$ cat src/rtl/parity_check_rx.sv
// parity_check_rx: 8-bit serial receiver with even parity and stop-bit checking
module parity_check_rx #(
    parameter int CLKS_PER_BIT = 16
) (
    input  logic       clk,
    input  logic       rst_n,
    input  logic       rxd,
    output logic [7:0] data,
    output logic       valid,
    output logic       parity_err,
    output logic       frame_err
);
    localparam int CW = $clog2(CLKS_PER_BIT);
    localparam logic [CW-1:0] HALF = CW'(CLKS_PER_BIT / 2 - 1);
    localparam logic [CW-1:0] LAST = CW'(CLKS_PER_BIT - 1);

    typedef enum logic [2:0] {IDLE, START, DATA, PARITY, STOP, BREAK} state_t;

    state_t          state_q, state_d;
    logic [1:0]      sync_q, sync_d;
    logic [CW-1:0]   cnt_q, cnt_d;
    logic [2:0]      bit_q, bit_d;
    logic [7:0]      sh_q, sh_d;
    logic            par_q, par_d;
    logic [7:0]      data_q, data_d;
    logic            valid_q, valid_d;
    logic            perr_q, perr_d;
    logic            ferr_q, ferr_d;
    logic            rxs;
    logic            tick;

    assign rxs        = sync_q[1];
    assign tick       = (cnt_q == LAST);
    assign data       = data_q;
    assign valid      = valid_q;
    assign parity_err = perr_q;
    assign frame_err  = ferr_q;

    // Next-state, sampling and result capture; results land one cycle after the stop sample
    always_comb begin
        sync_d  = {sync_q[0], rxd};
        state_d = state_q;
        cnt_d   = cnt_q + CW'(1);
        bit_d   = bit_q;
        sh_d    = sh_q;
        par_d   = par_q;
        data_d  = data_q;
        perr_d  = perr_q;
        ferr_d  = ferr_q;
        valid_d = 1'b0;
        case (state_q)
            IDLE: begin
                cnt_d = '0;
                if (!rxs) state_d = START;
            end
            START: if (cnt_q == HALF) begin
                cnt_d   = '0;
                bit_d   = '0;
                state_d = rxs ? IDLE : DATA;
            end
            DATA: if (tick) begin
                cnt_d = '0;
                sh_d  = {rxs, sh_q[7:1]};
                bit_d = bit_q + 3'd1;
                if (bit_q == 3'd7) state_d = PARITY;
            end
            PARITY: if (tick) begin
                cnt_d   = '0;
                par_d   = rxs;
                state_d = STOP;
            end
            STOP: if (tick) begin
                cnt_d   = '0;
                data_d  = sh_q;
                perr_d  = ^{sh_q, par_q};
                ferr_d  = !rxs;
                valid_d = 1'b1;
                state_d = rxs ? IDLE : BREAK;
            end
            BREAK: begin
                cnt_d = '0;
                if (rxs) state_d = IDLE;
            end
            default: state_d = IDLE;
        endcase
    end

    // State registers; synchronizer resets to the idle-high line level
    always_ff @(posedge clk or negedge rst_n) begin
        if (!rst_n) begin
            state_q <= IDLE;
            sync_q  <= 2'b11;
            cnt_q   <= '0;
            bit_q   <= '0;
            sh_q    <= '0;
            par_q   <= 1'b0;
            data_q  <= '0;
            valid_q <= 1'b0;
            perr_q  <= 1'b0;
            ferr_q  <= 1'b0;
        end else begin
            state_q <= state_d;
            sync_q  <= sync_d;
            cnt_q   <= cnt_d;
            bit_q   <= bit_d;
            sh_q    <= sh_d;
            par_q   <= par_d;
            data_q  <= data_d;
            valid_q <= valid_d;
            perr_q  <= perr_d;
            ferr_q  <= ferr_d;
        end
    end
endmodule

$ cat config.mk
export PLATFORM = sky130hd
export DESIGN_NAME = parity_check_rx
export DESIGN_NICKNAME = d
export VERILOG_FILES = /design/src/rtl/parity_check_rx.sv
export SDC_FILE = /design/constraint.sdc
export NUM_CORES = 1
export LEC_CHECK = 0
export CELL_PAD_IN_SITES_DETAIL_PLACEMENT = 2
export CELL_PAD_IN_SITES_GLOBAL_PLACEMENT = 2
export CORE_MARGIN = 2
export CORE_UTILIZATION = 38
export CTS_CLUSTER_SIZE = 12
export DETAILED_ROUTE_END_ITERATION = 10
export GPL_TIMING_DRIVEN = 0
export PLACE_DENSITY = 0.83
export SYNTH_ARGS = -nofsm -noshare
export SYNTH_HDL_FRONTEND = slang
export SYNTH_SLANG_ARGS = --single-unit
$ cat constraint.sdc
create_clock -name clk -period 1.9 [get_ports clk]
set_input_delay 0.19 -clock clk [delete_from_list [all_inputs] [get_ports clk]]
set_output_delay 0.19 -clock clk [all_outputs]
set_load 0.005 [all_outputs]
Word-level counts from Yosys, hierarchy flattened
Cells that the tools add are included.
{"block": "word_totals", "ff_bits": 32, "inputBits": 3, "output_inout_bits": 11}
{"block": "op_classes", "n_addsub": 2, "n_eq_ne": 15, "n_mux": 18, "reduce_logical": 11}
{"operator": "$mux 3", "n": 10}
{"operator": "$pmux 3 s6", "n": 1}
{"operator": "$ne 2x2->1 const B", "n": 7}
{"operator": "$pmux 4 s3", "n": 1}
{"operator": "$eq 3x3->1 const B", "n": 3}
{"operator": "$reduce_xor 9->1", "n": 1}
{"operator": "$mux 4", "n": 2}
{"operator": "$reduce_and 7->1", "n": 1}
{"operator": "$eq 3x2->1 const B", "n": 2}
{"operator": "$pmux 3 s2", "n": 1}
{"operator": "$reduce_and 2->1", "n": 3}
{"operator": "$add 4x1->4 const B", "n": 1}
{"operator": "$eq 4x3->1 const B", "n": 1}
{"operator": "$eq 4x4->1 const B", "n": 1}
{"operator": "$add 3x1->3 const B", "n": 1}
{"operator": "$eq 3x1->1 const B", "n": 1}
{"operator": "$logic_not 3->1", "n": 1}
{"operator": "$reduce_and 3->1", "n": 1}
{"operator": "$reduce_or 3->1", "n": 1}
{"operator": "$mux 1", "n": 2}
{"operator": "$mux 2", "n": 1}
{"operator": "$reduce_bool 2->1", "n": 1}
{"operator": "$reduce_or 2->1", "n": 1}
{"operator": "$logic_not 1->1", "n": 1}

Longest topological paths before layout
Gate-level depths: netlist of the first run.
{"block": "logic_depth", "word_depth": 4, "depth_mapped": 6, "ltp_nobuf": 6}

Worst setup path before layout of the first run
Ideal clock, no wire load.
{"block": "synth_timing", "path_type": "register -> register", "startpoint": "register cnt_q[0]", "endpoint": "register sh_q[1]", "arrival_ns": 1.527, "required_ns": 1.775, "path_slack_ns": 0.249, "path_stages_with_launch": 6, "path_buffers": 1, "path_cell_list": "dfrtp_1 ha_1 nand3_2 nor3_1 buf_2 mux2_2"}
{"block": "synth_via", "elab_chain_cells": 2}
{"item": "from (decl)", "line": "21", "text": "logic [CW-1:0] cnt_q, cnt_d;"}
{"item": "from (signal assigned)", "line": "104", "text": "cnt_q <= cnt_d;"}
{"item": "$eq 4x4->1", "line": "33", "text": "assign tick = (cnt_q == LAST);"}
{"item": "$reduce_and 2->1 (no source line)"}
{"item": "to (signal assigned)", "line": "95", "text": "sh_q <= '0;"}
{"item": "to (signal assigned)", "line": "106", "text": "sh_q <= sh_d;"}
{"item": "to (decl)", "line": "23", "text": "logic [7:0] sh_q, sh_d;"}
No other way between the ends.
A chain may end at the register's enable or synchronous reset.

Worst setup path after layout of the first run
{"block": "layout_timing", "startpoint": "register cnt_q[0]", "endpoint": "register sh_q[7]"}
Same word-level chain as after synthesis.

==> impl_metrics.ini, run 1 <==
[status]
status = complete, no violations

[cts]
clk_latency_ps = 280
numCtsBuffers = 5
cts_root_buffer = clkbuf_8
cts_tree = built
clk_transition_reported_paths_ps = 70
cts_max_path_buffers = 2
cts_setup_buffers = 0
htree_levels = 2
clock_sinks = 32

[critical_path]
cp-start-kind = register
path_class = reg2reg
cp_data_required_time_ps = 2060
r2r_start = cnt_q[0]
ff2ff_setup_slack_ps = 130
r2r_cells = 5
cp-end-kind = register
worstPathMaxFanout = 10
crit-reg2reg-capture = sh_q[7]
endpoint = sh_q[7]
worstSetupStartpoint = cnt_q[0]
cp.arrival_ps = 1930

[logic_synthesis]
yosysUniqueCellTypes = 37
syn_inst = 114
synth_top_family_by_area = multiplexers
synth-seq-area-share = 0.550
synth.mux.area_fraction = 0.153
synth_top_area_frac = 0.514
dominantRegCellSynth = dfrtp_1
post-synth-top-count-cell = dfrtp_1
synth-simple-area-share = 0.0908
yosys_warnings = 0
synthAdderAreaFrac = 0.0257
synth_area_mm2 = 0.00146
synth-edff-count = 0
synth_top_area_cell = dfrtp_1
synth_area_per_cell_um2 = 12.8
async_flop_share = 1.00
synth-seq-cells = 32
synth_common_cells = dfrtp_1, mux2_2, nor2_1
synthTopCellsByArea = dfrtp_1, mux2_2, dfstp_2
synth-xor-area-share = 0.0634
synth_compound_area_frac = 0.0848
synth_nets = 120

[sta]
clock.fmax_ghz = 0.566
grt_setup_unrepaired = no
clock_skew_ps = 5.68
hold_violations = 0
slew-limit-headroom = 0.521
totalNegativeSetupSlack_ps = 0
period_share = 0.931
setup_slack_ps = 132
setup_viol = 0
worstMarginPinSlew_ps = 719
slew_violations = 0
period_needed_ps = 1770

[power_and_ir_drop]
power.leakage_nw = 0.821
peakVddDrop_uv = 468
powerDensity_mw_per_mm2 = 924

[routing]
met1Wirelength_mm = 1.19
routed.top_layer = met4
vias_per_cell = 5.29
wl_per_cell_um = 17.2
wl_met3_um = 84
vias = 973
firstDrtPassIters = 3
drtAntennaViolNets = 0
drc_errors = 0
wirelength_mm = 3.16
drtIter0Drc = 42
dr_wl_met2_mm = 1.79

[job]
drv_cap = 0

[global_route]
grt_max_degree = 33
antenna_found_initial = 0
grt_pass1_wl_mm = 5.66
globalRouteTotalUtil = 0.180
grt_pass1_vias = 1124
grt-ovfl-total = 0

[cells_and_area]
final_core_util = 0.484
num-nets-final = 141
area_delta_synth_final_pct = 22.2
fillers = 387
postLayoutCellArea_mm2 = 0.00179
instances_no_fill = 184
post_route_cells_drive_above_1_share = 0.279
multi_input_area_um2 = 637
diodes = 0
seq_area_um2 = 803

[place]
post-dp-hpwl_mm = 2.18
port_buffers = 13
dp.cells = 175
place_ws_ps = -42.5
finalWeightedCongestion = 0.772
post_dp_cell_area_mm2 = 0.00165

[floorplanning]
initial_core_util = 0.396
top_level_ports = 14
rows = 22
core_region_area_mm2 = 0.00369
die_w_um = 66.0
die_y_um = 66.0
die_area_mm2 = 0.00436

[hold_path]
worst_hold_path_type = in2reg
==> report_power, final <==
part           internal, W  total (W)  switching, W
clock network     0.000330   0.000569      0.000239
logic             0.000124   0.000317      0.000193
registers         0.000726   0.000763     0.0000371
total              0.00118    0.00165      0.000469
==> worst max-delay path: stages (launching register included) <==
cell,delay (ps)
dfrtp_1,400
ha_2,270
nand3_4,150
nor3_2,240
buf_4,230
mux2_2,360
==> cell families (layout without fill, tap and decap cells) <==
logic type | Yosys count | after routing
AO/OA/AOI/OAI | 16 | 16
XOR/XNOR | 9 | 9
adder cells (fa/ha/maj) | 3 | 3
buffers and inverters | 9 | 31
flip-flops | 32 | 32
multiplexers | 20 | 20
AND/OR/NAND/NOR | 25 | 25
==> worst min path at each step <==
stage	startpoint	endpoint	slack, ps	depth (start not counted)
after floorplan	rst_n	bit_q[0]	-110	0
after global placement	sync_q[0]	sync_q[1]	350	0
after detailed placement	sync_q[0]	sync_q[1]	350	0
after CTS	rxd	sync_q[0]	310	1
after global routing	rxd	sync_q[0]	330	1
final	rxd	sync_q[0]	320	1
==> sequential cells by signal, summed over array words and instances (netlist names) <==
| signal | cells |
|---|---|
| cnt_q | 4 |
| frame_err | 1 |
| bit_q | 3 |
| parity_err | 1 |
| par_q | 1 |
| state_q | 3 |
| sh_q | 8 |
| data | 8 |
| sync_q | 2 |
| valid | 1 |
==> through the flow <==
stage | power [W] | hold WS (ps)
after floorplan | 0.000980 | -106
after global placement | 0.00104 | 346
after detailed placement | 0.00108 | 347
after CTS | 0.00166 | 310
after global routing | 0.00174 | 331
final | 0.00165 | 322
==> placed cells by master (no fill, tap or decap), drive strengths merged, types with 2 or more instances in the layout <==
master,instances
clkdlybuf4s50,12
dfrtp,30
mux2,19
nor2,7
nor3,2
nand3,5
dfstp,2
nand2b,2
buf,5
o311ai,2
xor2,2
inv,5
ha,3
a21oi,2
o21ai,2
a22o,2
nand2,2
xnor2,6
or3,3
clkbuf,8
a21boi,2
==> metal layers <==
metal | GRT usage | vias to the layer above
met2 | 0.330 | 15
met1 | 0.196 | 502
met4 | 0.0842 | 0
met3 | 0.0409 | 8
li1 | - | 448
met5 | 0 | -
==> area by class of cell <==
cell class                      count  area share
Tap cell                           48      0.0336
Sequential cell                    32       0.450
Multi-Input combinational cell     73       0.357
Inverter                            5      0.0105
Clock buffer                        8      0.0561
Timing Repair Buffer               14      0.0757
Buffer                              4      0.0175
==> what timing repair did <==
item / in CTS / in global routing
gates cloned: 0 / 0
endpoints found under the hold margin: 0 / 7
hold buffers: 0 / 1
endpoints found under the setup margin: 15 / 17
resized for setup: 3 / 3
Note: power is estimated with default switching activity, not from simulation.
==> run 2: changes to the inputs <==
--- a/config.mk
+++ b/config.mk
@@ -11,2 +11,3 @@
 export CORE_UTILIZATION = 38
+export CTS_CLUSTER_DIAMETER = 150
 export CTS_CLUSTER_SIZE = 12
==> constraint.sdc (replaced) <==
create_clock -name clk -period 1.9 [get_ports clk]
set_input_delay 0.475 -clock clk [delete_from_list [all_inputs] [get_ports clk]]
set_output_delay 0.475 -clock clk [all_outputs]
set_load 0.005 [all_outputs]
==> impl_metrics.ini, run 2 (same netlist as run 1, synthesis figures left out) <==
[status]
status = complete, no violations

[cts]
cts_tree = built
cts_root_buffer = clkbuf_8
numCtsBuffers = 5
postCtsHoldBufs = 0
cts_max_path_buffers = 2
clk_transition_reported_paths_ps = 60
clk_latency_ps = 280
clock_sinks = 32
cts_setup_buffers = 0
htree_levels = 2

[global_route]
grt_pass1_wl_mm = 5.66
antenna_found_initial = 0
grt_pass1_vias = 1124
globalRouteTotalUtil = 0.180
grt_max_degree = 33
grt-ovfl-total = 0

[floorplanning]
core_region_area_mm2 = 0.00369
die_y_um = 66.0
die_w_um = 66.0
rows = 22
die_area_mm2 = 0.00436
top_level_ports = 14
initial_core_util = 0.396

[critical_path]
cp_data_required_time_ps = 2060
ff2ff_setup_slack_ps = 130
slowest_delay_ps = 400
path_buf_inv = 1
worstPathMaxFanout = 10
cp.depth = 5
path_class = reg2reg
slowest_stage = dfrtp_1
r2r_start = cnt_q[0]
crit-reg2reg-capture = sh_q[7]
crit_chain = ha_2 -> nand3_4 -> nor3_2 -> buf_4 -> mux2_2
cp-start-kind = register
critPathTopFamily = flip-flops
r2r_cells = 5
cp.arrival_ps = 1930
worstSetupStartpoint = cnt_q[0]
cp-end-kind = register
endpoint = sh_q[7]

[power_and_ir_drop]
power.leakage_nw = 0.817
powerDensity_mw_per_mm2 = 929
peakVddDrop_uv = 469

[cells_and_area]
fillers = 388
post_route_cells_drive_above_1_share = 0.281
instances_no_fill = 183
final_common_cell = dfrtp_1
area_delta_synth_final_pct = 21.5
diodes = 0
final_cell_mix = dfrtp_1, mux2_2, clkdlybuf4s50_1, nor2_1, clkbuf_8
final_core_util = 0.481
num-nets-final = 140

[routing]
wirelength_mm = 3.19
drtAntennaViolNets = 0
wl_per_cell_um = 17.4
firstDrtPassIters = 2
vias = 964
drc_errors = 0
drtIter0Drc = 50
vias_per_cell = 5.27

[sta]
grt_setup_unrepaired = no
period_share = 0.931
slew_violations = 0
clock_skew_ps = 3.76
hold_violations = 0
setup_viol = 0
period_needed_ps = 1770
clock.fmax_ghz = 0.565
worstMarginPinSlew_ps = 716
slew-limit-headroom = 0.523

[hold_path]
worst_hold_path_type = in2async

[place]
post-dp-hpwl_mm = 2.18
port_buffers = 13
dp.cells = 175
finalWeightedCongestion = 0.772

[job]
drv_cap = 0
## run 2: metal layers
layer / track usage / share of wire / up-vias
li1: - / - / 444
met1: 0.196 / 0.37 / 498
met2: 0.330 / 0.58 / 15
met3: 0.0409 / 0.028 / 7
met4: 0.0842 / 0.022 / 0
met5: 0 / 0 / -
## run 2: worst min-delay path by stage
stage | depth (start not counted) | endpoint | slack [ps] | startpoint
5_1_grt | 1 | sh_q[3] | 280 | rst_n
2_1_floorplan | 0 | bit_q[0] | 180 | rst_n
3_5_place_dp | 0 | sync_q[1] | 350 | sync_q[0]
6_report | 1 | sh_q[3] | 250 | rst_n
4_1_cts | 0 | sync_q[1] | 360 | sync_q[0]
3_3_place_gp | 0 | sync_q[1] | 350 | sync_q[0]
## run 2: what timing repair did
item	in CTS	in global routing
endpoints found under the setup margin	15	17
resized for setup	3	3
hold endpoints to repair	0	0
## run 2: layout make-up
cell class,instances,area [um2],area share
buffer,4,31.3,0.0176
clock buffer,8,100,0.0564
inverter,5,18.8,0.0106
multi-input combinational,73,637,0.359
sequential,32,803,0.452
tap,48,60.1,0.0338
timing repair buffer,13,125,0.0705
## run 2: worst reg2reg max path, cell delays in order (launching register included)
cell and delay, ps:
dfrtp_1 400, ha_2 270, nand3_4 160, nor3_2 240, buf_4 230, mux2_2 360
## run 2: report_power, final
group	internal, W	switching, W	total (W)
Clock	0.000330	0.000240	0.000570
Sequential	0.000726	0.0000375	0.000764
Combinational	0.000122	0.000194	0.000315
Total	0.00118	0.000471	0.00165
## run 2: through the flow
| step | power (W) | instance area (um2) | hold slack (ps) | TNS, ps | worst slack [ps] |
|---|---|---|---|---|---|
| 6_report | 0.00165 | 1780 | 246 | 0 | 131 |
| 4_1_cts | 0.00166 | 1760 | 356 | 0 | 35.9 |
| 2_1_floorplan | 0.000980 | 1460 | 179 | 0 | 249 |
| 3_5_place_dp | 0.00108 | 1650 | 347 | -9150 | -296 |
| 3_3_place_gp | 0.00104 | 1650 | 346 | -6230 | -209 |
| 5_1_grt | 0.00174 | 1780 | 283 | 0 | 20.3 |
==> run 3: changes to the inputs <==
SKIP_LAST_GASP = 1   (was not set)
==> impl_metrics.ini, run 3 (same netlist as run 1, synthesis figures left out) <==
[status]
status = complete, no violations

[power_and_ir_drop]
peakVddDrop_uv = 469
power.leakage_nw = 0.819
powerDensity_mw_per_mm2 = 939

[routing]
firstDrtPassIters = 3
drtAntennaViolNets = 0
wl_per_cell_um = 18.3
wirelength_mm = 3.35
vias = 971
drc_errors = 0
vias_per_cell = 5.31
drtIter0Drc = 44

[cts]
htree_levels = 2
cts_tree = built
clock_sinks = 32
clk_latency_ps = 280
numCtsBuffers = 5
cts_max_path_buffers = 2
clk_transition_reported_paths_ps = 60
cts_setup_buffers = 0
cts_root_buffer = clkbuf_8

[sta]
hold_ws_ps = 240
hold_violations = 0
worstMarginPinSlew_ps = 705
period_share = 0.954
clock_skew_ps = 4.05
slew_violations = 0
period_needed_ps = 1810
clock.fmax_ghz = 0.552
setup_viol = 0
totalNegativeSetupSlack_ps = 0
slew-limit-headroom = 0.530

[cells_and_area]
final_core_util = 0.483
diodes = 0
post_route_cells_drive_above_1_share = 0.281
final_common_cell = dfrtp_1
area_delta_synth_final_pct = 21.9
num-nets-final = 140
final_cell_mix = dfrtp_1, mux2_2, clkdlybuf4s50_1, nor2_1, clkbuf_8

[critical_path]
path_buf_inv = 1
slowest_stage = dfrtp_1
slowest_delay_ps = 420
cp.depth = 5
critPathTopFamily = flip-flops
crit-reg2reg-capture = data[7]
cp-start-kind = register
path_class = reg2reg
cp.arrival_ps = 1970
ff2ff_setup_slack_ps = 90
cp-end-kind = register
endpoint = data[7]
r2r_start = cnt_q[0]
cp_data_required_time_ps = 2060
crit_chain = ha_2 -> nand3_4 -> nor3_4 -> buf_4 -> mux2_2
worstSetupStartpoint = cnt_q[0]
r2r_cells = 5
worstPathMaxFanout = 10

[hold_path]
worst_hold_path_type = in2async

[place]
finalWeightedCongestion = 0.772
post-dp-hpwl_mm = 2.18
port_buffers = 13

[floorplanning]
initial_core_util = 0.396
die_area_mm2 = 0.00436
top_level_ports = 14
die_w_um = 66.0
die_y_um = 66.0
core_region_area_mm2 = 0.00369
rows = 22

[global_route]
globalRouteTotalUtil = 0.180
gr-usage-met1 = 0.195
grt-ovfl-total = 0
grt.busiest_layer = met2
grt_pass1_wl_mm = 5.66
antenna_found_initial = 0
met2_usage = 0.331
grtUsageMet3 = 0.0409
grt_pass1_vias = 1132
grt_max_degree = 33

[job]
drv_cap = 0
==> run 3: cell types whose count changed in the layout (fill, tap and decap cells not counted) <==
cell / previous run / this run
nor3_2: 1 / 0
nor3_4: 1 / 2
==> run 3: per-stage QoR <==
step / area (um2) / instances / setup slack, ps / power, W
2_1_floorplan: 1460 / 114 / 249 / 0.000980
6_report: 1780 / 183 / 87.7 / 0.00167
3_5_place_dp: 1650 / 175 / -296 / 0.00108
4_1_cts: 1760 / 183 / -8.77 / 0.00166
5_1_grt: 1780 / 183 / -7.31 / 0.00176
3_3_place_gp: 1650 / 175 / -209 / 0.00104
==> run 3: power by group <==
part | switching [W] | leakage [nW] | total, W | internal [W]
clock network | 0.000238 | 0.0515 | 0.000568 | 0.000330
registers | 0.0000427 | 0.436 | 0.000769 | 0.000726
logic | 0.000211 | 0.332 | 0.000336 | 0.000125
==> run 3: routing by layer <==
layer  up-vias  share of wire
met3         6          0.025
met1       507           0.36
met4         0          0.021
met2        13           0.59
li1        445              -
met5         -              0
==> run 3: worst min path at each step <==
stage / to / depth (start not counted) / startpoint
finish: data[4] / 1 / rst_n
global route: sh_q[3] / 1 / rst_n
CTS: sync_q[1] / 0 / sync_q[0]
detailed placement: sync_q[1] / 0 / sync_q[0]
global placement: sync_q[1] / 0 / sync_q[0]
floorplan: bit_q[0] / 0 / rst_n
==> run 3: area by class of cell <==
class | count | area, um2
plain buffers | 4 | 31.3
clock buffers | 8 | 100
fillers | 388 | 1910
inverters | 5 | 18.8
multi-input cells | 73 | 643
flip-flops and latches | 32 | 803
well taps | 48 | 60.1
repair buffers | 13 | 125
==> run 3: what timing repair did <==
action                                  4_1_cts  5_1_grt
gates cloned                                  0        0
endpoints found under the setup margin       15       17
gates resized for setup                       2        5
hold buffers                                  0        0
==> RTL edit 1 (flow settings as in run 2) <==
Make the reset (`rst_n`) synchronous in one clocked block.
--- a/src/rtl/parity_check_rx.sv
+++ b/src/rtl/parity_check_rx.sv
@@ -86,7 +86,7 @@
     end
 
     // State registers; synchronizer resets to the idle-high line level
-    always_ff @(posedge clk or negedge rst_n) begin
+    always_ff @(posedge clk) begin
         if (!rst_n) begin
             state_q <= IDLE;
             sync_q  <= 2'b11;
Check against the original RTL: same outputs for any inputs over 10 cycles, from zero or initial values and one cycle with rst_n low; that may be too few to reach the edited logic, so the function may still have changed.
==> RTL edit 1 against run 2 <==
- die area is 2.7% lower
- worst hold slack better by 170 ps
- area after synthesis is 2.9% lower
- routed wire length is 18% higher
- utilization is 0.17 points lower
- final area is 1.8% lower
- sequential cell count stayed put
- setup slack worse by 55 ps
- critical endpoint is now parity_err
- largest cell class is now multi-input gates
- highest routed layer unchanged
Power is not compared: it rests on default switching activity, and its combinational part moved more than twofold at a synthesized area within 25%.
==> RTL edit 1: results (changes against run 2) <==
{| class="wikitable"
! Metric !! Value
|-
| Starting DRT DRC Count || 64 (+28%)
|-
| Diodes inserted || 0 (unchanged)
|-
| Hold/Removal Path Class || flop to flop
|-
| Library cells used by synthesis || 41 (+11%)
|-
| Synth Flop Type || sky130_fd_sc_hd__dfxtp_1
|-
| Number of nets in the finished design || 182 (+30%)
|-
| Detailed placement HPWL || 2.567 mm (+18%)
|-
| Cell count after synthesis || 156 (+37%)
|-
| VDD IR-drop max || 0.5035 mV
|-
| Number of buffers added by the clock tree synthesis step || 5 (unchanged)
|-
| Overall via count from detail_route || 1179 (+22%)
|-
| Total of buffers placed on input and output ports || 13 (unchanged)
|-
| Clock slew at reported path FFs || 70 ps
|-
| Dominant cells by area after synthesis || sky130_fd_sc_hd__dfxtp_1 45%, sky130_fd_sc_hd__mux2i_1 7.1%, sky130_fd_sc_hd__nand2_1 5.6%
|-
| Launching point of the worst reg2reg path || cnt_q[0]
|-
| DR pass1 iterations || 4 (+2)
|-
| Via count of the first global-routing pass || 1271 (+13%)
|-
| Data arrival time of the critical path || 2030 ps (+100 ps)
|-
| Number of buffers added for setup after CTS || 0 (unchanged)
|-
| Largest net degree at the start of global routing || 11 (-67%)
|-
| Relative slew slack || 0.6805 (+0.1579)
|-
| P_leak || 0.6189 nW
|-
| Library cell used as clock root buffer || sky130_fd_sc_hd__clkbuf_8
|-
| Category of the most critical setup path || flop to flop
|-
| Global-route wire length before repair || 6.285 mm (+11%)
|-
| Outcome || complete, no violations
|-
| Worst setup path startpoint || cnt_q[0]
|-
| Peak fanout along the critical path || 10 (unchanged)
|-
| Slowest CP cell || sky130_fd_sc_hd__or4_1
|-
| Final wirelength || 3.776 mm (+18%)
|-
| Antenna violations before repair || 0 (unchanged)
|-
| Global-route total usage across every layer || 0.2023 (+0.02183)
|-
| Clock insertion delay at the later pin of the skew report || 280 ps (about the same)
|-
| List of most frequent post-synthesis cells || 32 x sky130_fd_sc_hd__dfxtp_1, 21 x sky130_fd_sc_hd__nand2_1, 18 x sky130_fd_sc_hd__nor2_1
|-
| Clock tree buffer depth || 2 (unchanged)
|-
| Post-placement cell count || 217 (+24%)
|-
| H-tree level count || 2 (unchanged)
|-
| Slowest stage delay, CP || 500 ps (+100 ps)
|-
| Final weighted congestion in routability-driven placement || 0.8546 (+11%)
|-
| Count of non-filler cells in the finished layout || 225 (+23%)
|-
| Setup Skew || 7.409 ps (+3.644 ps)
|-
| Share of async-settable or async-resettable flops after synthesis || 0 (-1.000)
|-
| Part of the Yosys area used for sequential elements || 0.4515 (-0.09816)
|-
| Pre-CTS setup slack || -172.7 ps (+123.4 ps)
|-
| Share of layout cells above drive strength 1 || 0.1243 (-0.1572)
|-
| Fill count || 404 (+4.1%)
|-
| Origin of the worst min-delay path || sync_q[0]
|-
| Synthesis Warnings || 0 (unchanged)
|}
## RTL edit 1: metal layers
| layer | global-route usage | routed length [um] | up-vias |
|---|---|---|---|
| met5 | 0 | 0 | - |
| met3 | 0.04452 | 85 | 4 |
| met2 | 0.3466 | 1910 | 13 |
| li1 | - | - | 581 |
| met4 | 0.07813 | 43 | 0 |
| met1 | 0.2481 | 1737 | 581 |
## RTL edit 1: through the flow
stage                     TNS, ps  cell area [um^2]
after floorplan                 0              1419
after global placement      -1116              1609
after detailed placement    -1952              1609
after CTS                       0              1735
after global routing            0              1743
final                           0              1743
## RTL edit 1: area by class of cell
cell class              instances  area share
plain buffers                   9     0.03159
clock buffers                   6     0.04164
well taps                      48     0.03446
repair buffers                 13     0.07466
inverters                       6     0.01292
clock inverters                 2     0.02010
multi-input cells             109      0.4142
flip-flops and latches         32      0.3704
## RTL edit 1: logic make-up after synthesis
logic type	synth area share
AOI/OAI and AO/OA	0.1402
xor gates and xnor gates	0.05908
adders and majority gates	0.02646
buffers and inverters	0.05290
DFF	0.4515
muxes	0.07055
and+or+nand+nor	0.1993
## RTL edit 1: worst max-delay path: cells and delay by family (launching register included)
kind	cells	cell delay, ps
AOI/OAI and AO/OA	1	80
adders and majority gates	1	160
buffers and inverters	1	150
DFF	1	360
and+or+nand+nor	3	990
## RTL edit 1: timing repair
action                     CTS  global route
setup endpoints to repair   12            18
gates cloned                 0             0
gates resized for setup      3             7
## RTL edit 1: path summary, 6_finish.rpt
| path | to | slack (ps) | depth (start not counted) |
|---|---|---|---|
| setup / recovery | parity_err | 80 | 6 |
| hold / removal | sync_q[1] | 420 | 1 |
| setup reg to reg | parity_err | 80 | 6 |
| hold reg to reg | sync_q[1] | 420 | 1 |
## RTL edit 1: where the power goes
part,switching (mW),total [mW],internal [mW],leakage [nW]
Clock,0.260,0.649,0.389,0.0552
Sequential,0.0116,0.691,0.679,0.260
Combinational,0.0522,0.0879,0.0357,0.304
Total,0.324,1.43,1.10,0.619
==> RTL edit 2 (settings of run 2) <==
Without the edit above. `CLKS_PER_BIT`: 16 -> 32.
--- a/src/rtl/parity_check_rx.sv
+++ b/src/rtl/parity_check_rx.sv
@@ -1,6 +1,6 @@
 // parity_check_rx: 8-bit serial receiver with even parity and stop-bit checking
 module parity_check_rx #(
-    parameter int CLKS_PER_BIT = 16
+    parameter int CLKS_PER_BIT = 32
 ) (
     input  logic       clk,
     input  logic       rst_n,
Formal check against the unedited RTL: no difference found for any inputs over 10 cycles, from zero or initial values and one cycle with rst_n low; that may be too few to reach the edited logic, so the function may still have changed.
==> RTL edit 2 against run 2 <==
- area after synthesis up 3.6%
- routed wire length up 6.8%
- maximum frequency down 3.9%
- count of clock-buffer cells in the layout down 1
- clock skew about the same
- setup slack worse by 71 ps
- final cell count up 4.4%
- largest cell class unchanged
- synthesized cell count up 2.6%
- highest routed layer unchanged
- sequential cell count up 1
- final area up 6.1%
Power is not compared: it rests on default switching activity, and its combinational part moved more than twofold at a synthesized area within 25%.
==> RTL edit 2: results (changes against run 2) <==
{| class="wikitable"
! Metric !! Value
|-
| Largest net degree at the start of global routing || 34 (+3.0%)
|-
| Final weighted congestion in routability-driven placement || 0.7028 (-8.9%)
|-
| Setup Skew || 3.681 ps (-0.08385 ps)
|-
| CP top delay family || simple AND/OR/NAND/NOR gates
|-
| Final wirelength || 3.409 mm (+6.8%)
|-
| Via count of the first global-routing pass || 1123 (-0.089%)
|-
| Cell count after synthesis || 117 (+2.6%)
|-
| Count of non-filler cells in the finished layout || 191 (+4.4%)
|-
| Net count after synthesis || 127 (+5.8%)
|-
| List of most frequent post-synthesis cells || 31 x sky130_fd_sc_hd__dfrtp_1, 19 x sky130_fd_sc_hd__mux2_2, 7 x sky130_fd_sc_hd__ha_1, 7 x sky130_fd_sc_hd__nor2_1, 6 x sky130_fd_sc_hd__xnor2_1
|-
| Post-placement cell count || 178 (+1.7%)
|-
| Synthesized-area fraction occupied by ao, oa, aoi and oai cells || 0.06364 (-0.02112)
|-
| Relative slew slack || 0.5022 (-0.02044)
|-
| Number of buffers added for setup after CTS || 1 (+1)
|-
| Peak fanout along the critical path || 5 (-5)
|-
| Detailed placement HPWL || 2.268 mm (+4.2%)
|-
| Global-route total usage across every layer || 0.1749 (-0.005572)
|-
| Number of nets in the finished design || 152 (+8.6%)
|-
| Pre-CTS setup slack || -230.1 ps (+66.12 ps)
|-
| DR pass1 iterations || 3 (+1)
|-
| PostCTS Resize Cnt || 8 (+5)
|-
| Worst-case setup margin in the final layout || 60.21 ps (-70.84 ps)
|-
| Outcome || complete, no violations
|-
| Data arrival time of the critical path || 2010 ps (+80 ps)
|-
| Arithmetic-cell share of the synthesized area counting full adders, half adders and majority gates || 0.05785 (+0.03217)
|-
| Post-placement cell area || 1699 um^2 (+2.9%)
|}
==> RTL edit 2: cell types whose count changed after synthesis, moves of 3 or more <==
cell | before | now
sky130_fd_sc_hd__ha_1 | 3 | 7
sky130_fd_sc_hd__nand2_1 | 2 | 5
sky130_fd_sc_hd__nor2b_1 | 1 | 5
sky130_fd_sc_hd__or3_1 | 3 | 0
==> RTL edit 2: layout make-up <==
class                      count  area (um^2)
fill                         381         1861
sequential                    33        828.3
multi-input combinational     75        675.6
timing repair buffer          18        166.4
clock buffer                   7        96.34
tap                           48        60.06
buffer                         5        36.28
inverter                       4        15.01
clock inverter                 1        5.005
==> RTL edit 2: metal layers <==
| layer | global-route usage | up-vias | wire length (um) |
|---|---|---|---|
| met4 | 0.08673 | 0 | 69 |
| met5 | 0 | - | 0 |
| li1 | - | 452 | - |
| met3 | 0.03716 | 8 | 103 |
| met2 | 0.3156 | 14 | 1842 |
| met1 | 0.1923 | 520 | 1393 |
